### src/rtl/pwm_capture_if.sv
// rtl/pwm_capture_if.sv - PWM capture signal bundle: sampled input and measurement report
interface pwm_capture_if #(
    parameter int CNT_W = 9
);
    logic             pwm_i;
    logic [CNT_W-1:0] high_o;
    logic [CNT_W-1:0] period_o;
    logic             valid_o;
    logic             stuck_o;

    modport master (
        output pwm_i,
        input  high_o,
        input  period_o,
        input  valid_o,
        input  stuck_o
    );

    modport slave (
        input  pwm_i,
        output high_o,
        output period_o,
        output valid_o,
        output stuck_o
    );
endinterface

### src/rtl/pwm_capture.sv
// rtl/pwm_capture.sv - PWM high-time/period capture with stuck timeout; PWM_CAP_GLITCH_EN adds a 3-sample majority filter
module pwm_capture #(
    parameter int CNT_W = 9
) (
    input  logic         clk,
    input  logic         rst_n,
    pwm_capture_if.slave cap
);
    localparam logic [CNT_W-1:0] MAX = '1;
    localparam logic [CNT_W-1:0] ONE = CNT_W'(1);

    localparam logic [1:0] IDLE  = 2'd0;
    localparam logic [1:0] MEAS  = 2'd1;
    localparam logic [1:0] STUCK = 2'd2;

    logic [1:0]       state;
    logic             s1, s2, prv;
    logic             sig;
    logic             rise;
    logic             timeout;
    logic [CNT_W-1:0] per_cnt, hi_cnt;
    logic [CNT_W-1:0] per_inc, hi_inc;
    logic [CNT_W-1:0] high_r, period_r;
    logic             valid_r, stuck_r;

    // Sync and edge flops reset high so a line already high at release is not a rise.
    always_ff @(posedge clk or negedge rst_n) begin
        if (!rst_n) begin
            s1  <= 1'b1;
            s2  <= 1'b1;
            prv <= 1'b1;
        end else begin
            s1  <= cap.pwm_i;
            s2  <= s1;
            prv <= sig;
        end
    end

`ifdef PWM_CAP_GLITCH_EN
    logic d1, d2;

    always_ff @(posedge clk or negedge rst_n) begin
        if (!rst_n) begin
            d1 <= 1'b1;
            d2 <= 1'b1;
        end else begin
            d1 <= s2;
            d2 <= d1;
        end
    end

    assign sig = (s2 & d1) | (s2 & d2) | (d1 & d2);
`else
    assign sig = s2;
`endif

    assign rise    = sig & ~prv;
    assign timeout = (per_cnt == MAX);
    assign per_inc = timeout ? MAX : per_cnt + ONE;
    assign hi_inc  = (sig && hi_cnt != MAX) ? hi_cnt + ONE : hi_cnt;

    always_ff @(posedge clk or negedge rst_n) begin
        if (!rst_n) begin
            state    <= IDLE;
            per_cnt  <= '0;
            hi_cnt   <= '0;
            high_r   <= '0;
            period_r <= '0;
            valid_r  <= 1'b0;
            stuck_r  <= 1'b0;
        end else begin
            valid_r <= 1'b0;
            case (state)
                IDLE: begin
                    // The window started by reset is incomplete, so its first rise is not reported.
                    if (rise) begin
                        state   <= MEAS;
                        per_cnt <= ONE;
                        hi_cnt  <= ONE;
                    end else if (timeout) begin
                        state    <= STUCK;
                        period_r <= '0;
                        high_r   <= sig ? MAX : '0;
                        stuck_r  <= 1'b1;
                        valid_r  <= 1'b1;
                    end else begin
                        per_cnt <= per_inc;
                    end
                end
                MEAS: begin
                    if (rise) begin
                        period_r <= per_cnt;
                        high_r   <= hi_cnt;
                        stuck_r  <= 1'b0;
                        valid_r  <= 1'b1;
                        per_cnt  <= ONE;
                        hi_cnt   <= ONE;
                    end else if (timeout) begin
                        state    <= STUCK;
                        period_r <= '0;
                        high_r   <= sig ? MAX : '0;
                        stuck_r  <= 1'b1;
                        valid_r  <= 1'b1;
                    end else begin
                        per_cnt <= per_inc;
                        hi_cnt  <= hi_inc;
                    end
                end
                STUCK: begin
                    if (rise) begin
                        state   <= MEAS;
                        per_cnt <= ONE;
                        hi_cnt  <= ONE;
                    end
                end
                default: state <= IDLE;
            endcase
        end
    end

    assign cap.high_o   = high_r;
    assign cap.period_o = period_r;
    assign cap.valid_o  = valid_r;
    assign cap.stuck_o  = stuck_r;
endmodule
### src/flat_wrapper.sv
// flat-port wrapper written by rule: the top's interface ports become plain ports
module pwm_capture_flat 
#(
    parameter int CNT_W = 9
)
  (clk, rst_n, cap_pwm_i, cap_high_o, cap_period_o, cap_valid_o, cap_stuck_o);
  pwm_capture_if #(.CNT_W(CNT_W)) cap_i ();
  input  logic clk;
  input  logic rst_n;
  input wire logic [$bits(cap_i.pwm_i)-1:0] cap_pwm_i;
  output wire logic [$bits(cap_i.high_o)-1:0] cap_high_o;
  output wire logic [$bits(cap_i.period_o)-1:0] cap_period_o;
  output wire logic [$bits(cap_i.valid_o)-1:0] cap_valid_o;
  output wire logic [$bits(cap_i.stuck_o)-1:0] cap_stuck_o;
  assign cap_i.pwm_i = cap_pwm_i;
  assign cap_high_o = cap_i.high_o;
  assign cap_period_o = cap_i.period_o;
  assign cap_valid_o = cap_i.valid_o;
  assign cap_stuck_o = cap_i.stuck_o;
  pwm_capture #(.CNT_W(CNT_W)) u_core (.clk(clk), .rst_n(rst_n), .cap(cap_i));
endmodule
### config.mk
export PLATFORM = sky130hd
export DESIGN_NAME = pwm_capture_flat
export DESIGN_NICKNAME = d
export VERILOG_FILES = /design/src/rtl/pwm_capture_if.sv /design/src/rtl/pwm_capture.sv /design/src/flat_wrapper.sv
export SDC_FILE = /design/constraint.sdc
export NUM_CORES = 1
export LEC_CHECK = 0
export CORE_MARGIN = 5
export CORE_UTILIZATION = 30
export CTS_BUF_LIST = sky130_fd_sc_hd__clkbuf_4 sky130_fd_sc_hd__clkbuf_8
export DETAILED_ROUTE_END_ITERATION = 6
export GPL_TIMING_DRIVEN = 0
export HOLD_SLACK_MARGIN = 0.12
export PLACE_DENSITY_LB_ADDON = 0.12
export SLEW_MARGIN = 20
export SYNTH_ARGS = -nofsm -noshare
export SYNTH_HDL_FRONTEND = slang
export SYNTH_SLANG_ARGS = --single-unit
export TNS_END_PERCENT = 10
### constraint.sdc
create_clock -name clk -period 3.1 [get_ports clk]
set_input_delay 0.775 -clock clk [delete_from_list [all_inputs] [get_ports clk]]
set_output_delay 0.775 -clock clk [all_outputs]
set_load 0.05 [all_outputs]
==> results of run 1 <==
worst paths after layout:
path	startpoint	endpoint	depth (start not counted)	slack (ps)
setup / recovery	u_core.per_cnt[0]$_DFFE_PN0P_	u_core.hi_cnt[7]$_DFFE_PN0P_	10	660
hold / removal	u_core.s1$_DFF_PN1_	u_core.s2$_DFF_PN1_	0	360
setup reg to reg	u_core.per_cnt[0]$_DFFE_PN0P_	u_core.hi_cnt[7]$_DFFE_PN0P_	10	660
hold reg to reg	u_core.s1$_DFF_PN1_	u_core.s2$_DFF_PN1_	0	360
max in group asynchronous	rst_n	u_core.per_cnt[4]$_DFFE_PN0P_	2	2210
min in group asynchronous	rst_n	u_core.hi_cnt[5]$_DFFE_PN0P_	1	410
state kept, by name, indices dropped and copies added (netlist names):
signal	count
u_core.cap.high_o	9
u_core.cap.period_o	9
u_core.cap.stuck_o	1
u_core.cap.valid_o	1
u_core.hi_cnt	9
u_core.per_cnt	9
u_core.prv	1
u_core.s1	1
u_core.s2	1
u_core.state	2
layout make-up:
cell class	instances	area (um2)	area share [%]
clock inverter	2	12.51	0.5008
buffer	11	58.81	2.354
sequential	43	1080	43.21
timing repair buffer	23	235.2	9.414
clock buffer	6	76.32	3.055
inverter	4	15.01	0.6009
tap	80	100.1	4.006
multi-input combinational	155	920.9	36.86
cells by family (layout without fill, tap and decap cells):
group                      Yosys count  count (layout)
and+or+nand+nor                     76              76
AOI/OAI and AO/OA                   68              68
DFF                                 43              43
buffers and inverters               15              46
adders and majority gates            5               5
muxes                                4               4
xor gates and xnor gates             2               2
synthesized netlist by cell type, types with 2 or more instances:
library cell / count
dfrtp_1: 40
nand2b_1: 2
clkbuf_1: 4
mux2i_1: 2
dfstp_2: 3
o21a_1: 2
a31oi_1: 2
nand2_1: 30
o21ai_0: 18
nor2b_1: 7
inv_1: 3
and3_1: 3
a22o_1: 2
o211ai_1: 4
or4_1: 5
a21oi_1: 23
xor2_1: 2
nor2_1: 10
ha_1: 5
mux2_2: 2
o31ai_1: 4
a21o_1: 7
nand3_1: 13
buf_2: 5
metrics by stage:
| step | area (um2) | hold WS, ps | setup WS (ps) |
|---|---|---|---|
| global placement | 2395 | 345.9 | -68.87 |
| CTS | 2499 | 359.7 | 642.7 |
| global route | 2499 | 362.0 | 472.1 |
| floorplan | 2074 | 345.2 | 887.0 |
| detailed placement | 2410 | 347.8 | 655.4 |
| finish | 2499 | 358.3 | 661.3 |
layer usage:
| layer | vias up | part of all wire [%] |
|---|---|---|
| met2 | 20 | 44 |
| met5 | - | 0 |
| li1 | 821 | - |
| met3 | 5 | 3.1 |
| met1 | 773 | 52 |
| met4 | 0 | 1.1 |
power breakdown:
| part | internal, W | switching (W) |
|---|---|---|
| sequential | 0.000646 | 0.0000741 |
| combinational | 0.000155 | 0.000279 |
| clock | 0.000167 | 0.000197 |
| total | 0.000967 | 0.000550 |
worst max-delay path, delay by kind of cell (launching register included):
| family | cells | cell delay, ps |
|---|---|---|
| AND/OR/NAND/NOR | 5 | 1040 |
| adder cells (fa/ha/maj) | 2 | 410 |
| buffers and inverters | 1 | 140 |
| flip-flops | 1 | 430 |
| AO/OA/AOI/OAI | 2 | 360 |
layout by cell type, fill, tap and decap left out, types with 2 or more instances in the layout:
master	instances
a21o_1	7
a21oi_1	23
a22o_1	2
a31oi_1	2
and3_1	3
buf_2	6
clkbuf_1	4
clkbuf_8	5
clkdlybuf4s50_1	21
dfrtp_1	40
dfstp_2	3
ha_1	5
inv_1	3
mux2_2	2
mux2i_1	2
nand2_1	30
nand2b_1	2
nand3_1	13
nor2_1	10
nor2b_1	7
o211ai_1	4
o21a_1	2
o21ai_0	18
o31ai_1	4
or4_1	5
xor2_1	2
==> impl_metrics.py, run 1 <==
metrics = {
    "outcome": {
        "run_status": "completed",
    },
    "sta": {
        "min_period_ps": 2439,
        "clock.fmax_mhz": 410.1,
        "hold_viol_final": 0,
        "slew_violations": 0,
        "worst_slew_pin_slew_ps": 603.3,
        "fin_skew_ps": 10.50,
        "setup_viol": 0,
        "rsz0062_at_grt": "no",
        "tns_ps": 0,
        "fin_crit_sh_pct": 78.67,
        "max_slew_margin_pct": 59.56,
    },
    "critical_path": {
        "crit_path_end_kind": "flip-flop",
        "cp_slowest_cell": "or4_1",
        "worstSetupPathType": "flip-flop to flip-flop",
        "crit_chain": "ha_1, and3_1, nand3_1, nor2_1, ha_1, buf_6, nor3b_2, o221ai_2, or4_1, a21oi_1",
        "required_ps": 3310,
        "slowest_delay_ps": 500,
        "start_kind": "flip-flop",
        "cpMostUsedCell": "ha_1",
        "cp_data_arrival_time_ps": 2650,
        "cp_max_fo": 9,
    },
    "cts": {
        "tritoncts": "done",
        "h-tree-depth": 2,
        "clk_pin_slew_worst_paths_ps": 80,
        "numCtsBuffers": 5,
        "cts_setup_buffers": 0,
        "cts.sinks": 43,
        "clk_latency_ps": 290,
        "cts_resized": 0,
        "cts_hold_buf": 0,
        "clockBufferDepth": 2,
        "cts_root_buffer": "clkbuf_8",
    },
    "global_route": {
        "top_usage_layer": "met1",
        "antenna_found_initial": 0,
        "use_met1_pct": 17.29,
        "gr-total-overflow": 0,
        "grt_use_met3_pct": 2.574,
        "grt_max_degree": 28,
        "grt_pass1_wl_um": 8066,
        "gr-usage-met2_pct": 16.86,
        "grt_pass1_vias": 1532,
        "track_usage_pct": 11.62,
    },
    "logic_synthesis": {
        "yosysSeqAreaShare_pct": 52.05,
        "syn_inst": 213,
        "postSynthAreaPerCell_um2": 9.739,
        "yosys_register_bits": 43,
        "synth_xor_area_share_pct": 0.8444,
        "synthMuxAreaShare_pct": 2.051,
        "async_flop_share_pct": 100.0,
        "synthAdderAreaFrac_pct": 3.016,
        "synth-main-ff-cell": "dfrtp_1",
        "synth-compound-area-share_pct": 20.21,
        "ys_warn_count": 0,
        "synth_top_family_by_area": "compound AO/OA/AOI/OAI gates",
        "netlist_area_um2": 2074,
        "synth_edf_count": 0,
        "synth_top_area_share_pct": 48.25,
        "yosysTopAreaCell": "dfrtp_1",
        "synth_area_leaders": "dfrtp_1 48%, a21oi_1 5.5%, nand2_1 5.4%",
        "synth_nets": 221,
        "synth-simple-area-share_pct": 18.28,
        "synth.distinct_cells": 39,
    },
    "route": {
        "post_drt_wl_per_cell_um": 14.60,
        "drc": 0,
        "drt_first_pass_iters": 4,
        "viasPerCell": 4.997,
        "ant_nets": 0,
        "vias": 1619,
        "drt_iter0_drc": 83,
        "wirelength_um": 4730,
    },
    "power_and_ir_drop": {
        "ir_drop_mv": 0.1990,
        "p_per_area_nw_per_um2": 607.4,
        "p_leak_nw": 1.111,
        "finalPower_w": 0.001518,
    },
    "layout": {
        "n_antenna_cell": 0,
        "fin_cells": 324,
        "fin_nets": 251,
        "area_growth_pct": 20.45,
        "nFillCells": 686,
        "drive_above_1_share_pct": 11.07,
        "final_core_util_pct": 36.98,
    },
    "placed_design": {
        "gp_congestion": 0.7875,
        "io_buffers": 22,
        "dp.cells": 316,
        "dp_hpwl_um": 3412,
    },
    "run": {
        "max_cap_viol_count": 0,
    },
    "die": {
        "die_area_um2": 8678,
        "die_h_um": 93.16,
        "die_w_um": 93.16,
        "coreArea_um2": 6756,
        "num_rows": 30,
        "ios": 23,
        "start_util_pct": 30.70,
    },
    "hold_path": {
        "hold_class": "flip-flop to flip-flop",
    },
}
Note: power is estimated with default switching activity, not from simulation.
==> inputs of run 2 (changes only) <==
==> constraint.sdc (replaced) <==
create_clock -name clk -period 2.4 [get_ports clk]
set_input_delay 0.6 -clock clk [delete_from_list [all_inputs] [get_ports clk]]
set_output_delay 0.6 -clock clk [all_outputs]
set_load 0.05 [all_outputs]
==> run 2 against run 1 <==
Effect of this change:
- sequential power grew 29%
- first-iteration DRC count is 2.4% lower
- sequential share of layout area decreased by 1.3 points
- design area rose by 3.2%
- maximum frequency grew 4.4%
- cell count increased by 0.93%
- combinational power rose by 34%
- largest power group unchanged
- highest routed layer unchanged
==> impl_metrics.py, run 2 (same netlist as run 1, synthesis figures left out) <==
metrics = {
    "layout": {
        "layout_commonest_cell": "dfrtp_1",
        "final_cell_mix": "40 x dfrtp_1, 30 x nand2_1, 21 x a21oi_1, 21 x clkdlybuf4s50_1, 18 x o21ai_0",
        "drive_above_1_share_pct": 16.19,
        "n_antenna_cell": 0,
        "nFillCells": 688,
        "area_growth_pct": 24.25,
        "multi_input_area_um2": 970.9,
        "final_area_um2": 2577,
        "seq_area_um2": 1080,
        "fin_nets": 254,
    },
    "route": {
        "drt_first_pass_iters": 4,
        "wirelength_um": 4756,
        "drc": 0,
        "viasPerCell": 5.049,
        "ant_nets": 0,
        "post_drt_wl_per_cell_um": 14.54,
        "drt_iter0_drc": 81,
        "vias": 1651,
    },
    "die": {
        "coreArea_um2": 6756,
        "die_h_um": 93.16,
        "ios": 23,
        "die_area_um2": 8678,
        "start_util_pct": 30.70,
        "num_rows": 30,
        "die_w_um": 93.16,
    },
    "cts": {
        "tritoncts": "done",
        "clk_pin_slew_worst_paths_ps": 80,
        "cts.sinks": 43,
        "numCtsBuffers": 5,
        "cts_root_buffer": "clkbuf_8",
        "h-tree-depth": 2,
        "clockBufferDepth": 2,
        "clk_latency_ps": 290,
        "cts_hold_buf": 0,
    },
    "sta": {
        "setup_viol": 0,
        "hold_viol_final": 0,
        "slew_violations": 0,
        "max_slew_margin_pct": 57.35,
        "fin_crit_sh_pct": 97.36,
        "holdWs_ps": 234.9,
        "rsz0062_at_grt": "yes",
        "worst_slew_pin_slew_ps": 639.8,
        "clock.fmax_mhz": 428.0,
        "min_period_ps": 2337,
        "fin_skew_ps": 10.87,
        "setup_ws_ps": 63.35,
        "tns_ps": 0,
    },
    "global_route": {
        "grt_pass1_wl_um": 8052,
        "grt_pass1_vias": 1538,
        "antenna_found_initial": 0,
        "track_usage_pct": 11.59,
        "grt_use_met3_pct": 2.574,
        "gr-total-overflow": 0,
        "grt_max_degree": 28,
        "use_met1_pct": 16.99,
        "gr-usage-met2_pct": 17.10,
        "top_usage_layer": "met2",
    },
    "outcome": {
        "run_status": "completed",
    },
    "critical_path": {
        "cp_max_fo": 9,
        "worstReg2RegStart": "u_core.per_cnt[0]$_DFFE_PN0P_",
        "start_kind": "flip-flop",
        "required_ps": 2620,
        "worstSetupPathType": "flip-flop to flip-flop",
        "cp-startpoint": "u_core.per_cnt[0]$_DFFE_PN0P_",
        "crit_path_end_kind": "flip-flop",
        "cp_data_arrival_time_ps": 2550,
    },
    "power_and_ir_drop": {
        "p_leak_nw": 1.134,
        "finalPower_w": 0.001982,
        "ir_drop_mv": 0.2570,
        "p_per_area_nw_per_um2": 769.0,
    },
    "placed_design": {
        "io_buffers": 22,
        "gp_congestion": 0.7875,
        "place_ws_ps": -44.59,
        "dp_hpwl_um": 3412,
        "placement.cell_area_um2": 2410,
    },
    "run": {
        "max_cap_viol_count": 0,
    },
    "hold_path": {
        "hold_class": "input pin to async pin",
    },
}
[run 2: worst max-delay path, cell delays in order, from the launching register on]
cell	delay (ps)
dfrtp_1	420
ha_2	200
and3_1	150
nand3_2	90
nor2_2	60
ha_1	180
buf_6	140
nor3b_4	210
o221ai_4	190
or4_4	510
a21oi_2	130
[run 2: layout make-up]
class                   count  area share (%)
clock buffers               6           2.961
plain buffers              10           2.233
inverters                   4          0.5825
clock inverters             2          0.4854
multi-input cells         155           37.67
well taps                  80           3.883
repair buffers             27           10.29
flip-flops and latches     43           41.89
[run 2: final timing paths]
kind / endpoint / slack (ps) / cells past startpoint
hold reg to reg: u_core.s2$_DFF_PN1_ / 360 / 0
setup / recovery: u_core.hi_cnt[5]$_DFFE_PN0P_ / 60 / 10
setup reg to reg: u_core.hi_cnt[5]$_DFFE_PN0P_ / 60 / 10
max in group asynchronous: u_core.per_cnt[4]$_DFFE_PN0P_ / 1680 / 2
hold / removal: u_core.hi_cnt[7]$_DFFE_PN0P_ / 230 / 1
min in group clk: u_core.s2$_DFF_PN1_ / 360 / 0
[run 2: stage by stage]
stage,utilization (%),cells
finish,38.15,327
global route,38.15,327
CTS,37.28,324
detailed placement,35.67,316
global placement,35.44,315
floorplan,-,213
[run 2: report_power, final]
group | internal [W] | switching, W
clock | 0.000215 | 0.000254
combinational | 0.000215 | 0.000368
sequential | 0.000834 | 0.0000958
[run 2: repair_timing]
action / in CTS / in global routing
buffers inserted: 0 / 4
resized for setup: 3 / 9
pin swaps: 1 / 3
gates cloned: 0 / 0
setup endpoints to repair: 7 / 16
[run 2: routing by layer]
layer	up-vias	share of wire, %
li1	834	-
met1	787	52
met4	0	1.1
met2	25	44
met3	5	3.1
met5	-	0
==> inputs of run 3 (changes only) <==
--- a/config.mk
+++ b/config.mk
@@ -5,12 +5,13 @@
 export SDC_FILE = /design/constraint.sdc
 export NUM_CORES = 1
 export LEC_CHECK = 0
+export CORE_ASPECT_RATIO = 1.2
 export CORE_MARGIN = 5
 export CORE_UTILIZATION = 30
 export CTS_BUF_LIST = sky130_fd_sc_hd__clkbuf_4 sky130_fd_sc_hd__clkbuf_8
 export DETAILED_ROUTE_END_ITERATION = 6
 export GPL_TIMING_DRIVEN = 0
-export HOLD_SLACK_MARGIN = 0.12
+export HOLD_SLACK_MARGIN = 0.03
 export PLACE_DENSITY_LB_ADDON = 0.12
 export SLEW_MARGIN = 20
 export SYNTH_ARGS = -nofsm -noshare
==> run 3 against run 2 <==
Effect of this change:
- critical endpoint unchanged
- design area grew 3.3%
- die area barely moved
- sequential cell count unchanged
- clock skew grew 2.2 ps
- count of clock-buffer cells in the layout decreased by 1
- wire length up 9.4%
- cell count grew 2.4%
- worst hold slack improved by 46 ps
- combinational power hardly changed
- global-route usage is 1.5 points higher
- first-iteration DRC count fell by 60%
- core utilization rose by 1.2 points
==> impl_metrics.py, run 3 (same netlist as run 1, synthesis figures left out) <==
metrics = {
    "die": {
        "start_util_pct": 30.64,
        "die_h_um": 101.1,
        "coreArea_um2": 6771,
        "ios": 23,
        "die_area_um2": 8685,
        "num_rows": 33,
        "die_w_um": 85.91,
    },
    "critical_path": {
        "slowest_delay_ps": 540,
        "worstSetupPathType": "flip-flop to flip-flop",
        "start_kind": "flip-flop",
        "cp_data_arrival_time_ps": 2570,
        "crit_chain": "ha_2, and3_4, nand3_4, nor2_4, ha_4, buf_6, nor3b_4, o221ai_4, or4_4, a21oi_2",
        "cp_max_fo": 5,
        "crit_buf_inv": 1,
        "crit_path_end_kind": "flip-flop",
        "required_ps": 2630,
        "cp_top_family": "simple AND/OR/NAND/NOR gates",
        "cp_slowest_cell": "or4_4",
    },
    "power_and_ir_drop": {
        "p_per_area_nw_per_um2": 787.5,
        "clkPwrFrac_pct": 27.5,
        "switching_share_pct": 35.32,
        "p_leak_nw": 1.154,
        "pwr-share-comb_pct": 27.7,
        "p_sw_w": 0.0007405,
        "power.share.sequential_pct": 44.8,
        "finalPower_w": 0.002097,
        "p_int_w": 0.001356,
        "ir_drop_mv": 0.4170,
    },
    "route": {
        "vias": 1726,
        "drt_iter0_drc": 32,
        "post_drt_wl_per_cell_um": 15.53,
        "drc": 0,
        "wirelength_um": 5202,
        "drt_first_pass_iters": 4,
        "ant_nets": 0,
        "viasPerCell": 5.152,
    },
    "cts": {
        "cts_root_buffer": "clkbuf_8",
        "cts_hold_buf": 0,
        "h-tree-depth": 2,
        "cts.sinks": 43,
        "clockBufferDepth": 2,
        "numCtsBuffers": 5,
        "clk_latency_ps": 300,
        "clk_pin_slew_worst_paths_ps": 90,
        "tritoncts": "done",
    },
    "global_route": {
        "grt_use_met3_pct": 2.862,
        "gr-total-overflow": 0,
        "antenna_found_initial": 0,
        "gr-usage-met2_pct": 22.20,
        "grt_max_degree": 23,
        "top_usage_layer": "met2",
        "grt_pass1_vias": 1792,
        "grt_pass1_wl_um": 9052,
        "use_met1_pct": 16.22,
        "track_usage_pct": 13.09,
    },
    "sta": {
        "fin_skew_ps": 13.10,
        "slew_violations": 0,
        "hold_viol_final": 0,
        "min_period_ps": 2341,
        "fin_crit_sh_pct": 97.53,
        "rsz0062_at_grt": "yes",
        "tns_ps": 0,
        "max_slew_margin_pct": 60.30,
        "worst_slew_pin_slew_ps": 595.5,
        "setup_viol": 0,
        "clock.fmax_mhz": 427.2,
    },
    "layout": {
        "drive_above_1_share_pct": 17.34,
        "fin_nets": 255,
        "n_antenna_cell": 0,
        "layout_commonest_cell": "dfrtp_1",
        "fin_cells": 335,
        "nFillCells": 714,
        "final_cell_mix": "40 x dfrtp_1, 30 x nand2_1, 21 x a21oi_1, 21 x clkdlybuf4s50_1, 18 x o21ai_0",
        "area_growth_pct": 28.35,
    },
    "outcome": {
        "run_status": "completed",
    },
    "run": {
        "max_cap_viol_count": 0,
    },
    "placed_design": {
        "gp_congestion": 0.7918,
        "dp_hpwl_um": 3652,
        "dp.cells": 323,
        "io_buffers": 22,
    },
    "hold_path": {
        "hold_class": "input pin to async pin",
    },
}
==> run 3: worst paths after layout <==
path                            slack (ps)                               end                           from  depth (start not counted)
worst max-delay path                    60      u_core.hi_cnt[5]$_DFFE_PN0P_  u_core.per_cnt[0]$_DFFE_PN0P_                         10
max in group asynchronous             1530               u_core.s2$_DFF_PN1_                          rst_n                          2
min in group clk                       360               u_core.s2$_DFF_PN1_            u_core.s1$_DFF_PN1_                          0
worst min register to register         360               u_core.s2$_DFF_PN1_            u_core.s1$_DFF_PN1_                          0
worst min-delay path                   280  u_core.cap.high_o[5]$_DFFE_PN0P_                          rst_n                          1
worst max register to register          60      u_core.hi_cnt[5]$_DFFE_PN0P_  u_core.per_cnt[0]$_DFFE_PN0P_                         10
==> run 3: what timing repair did <==
action,CTS,global route
pin swaps,3,7
endpoints found under the setup margin,15,27
setup buffers,2,3
gates resized for setup,4,16
==> run 3: metal layers <==
metal / share of wire, % / wire length, um
met4: 1.8 / 92
met2: 52 / 2709
met5: 0 / 0
met3: 3.1 / 160
met1: 43 / 2239
==> run 3: stage by stage <==
stage	hold WS, ps	area, um2	utilization (%)	setup WS [ps]
5_1_grt	312.8	2663	39.32	-43.36
6_report	281.1	2663	39.32	59.39
4_1_cts	296.7	2574	38.01	11.75
3_5_place_dp	352.9	2426	35.83	-69.31
3_3_place_gp	346.5	2404	35.50	-554.9
2_1_floorplan	304.4	2074	-	187.0
==> run 3: final cells by class <==
cell class	instances	area, um2	share of cell area, %
plain buffers	10	57.56	2.162
clock buffers	5	68.82	2.585
clock inverters	3	43.79	1.645
inverters	4	15.01	0.5639
multi-input cells	155	1001	37.59
flip-flops and latches	43	1080	40.55
well taps	87	108.9	4.088
repair buffers	28	287.8	10.81
==> run 3: power groups by stage <==
stage                     registers [W]  clock network, W  logic, W
after global routing           0.000959          0.000630  0.000627
after floorplan                 0.00112                 0  0.000191
after CTS                      0.000938          0.000597  0.000576
after global placement         0.000948                 0  0.000564
after detailed placement       0.000951                 0  0.000570
final                          0.000939          0.000576  0.000582
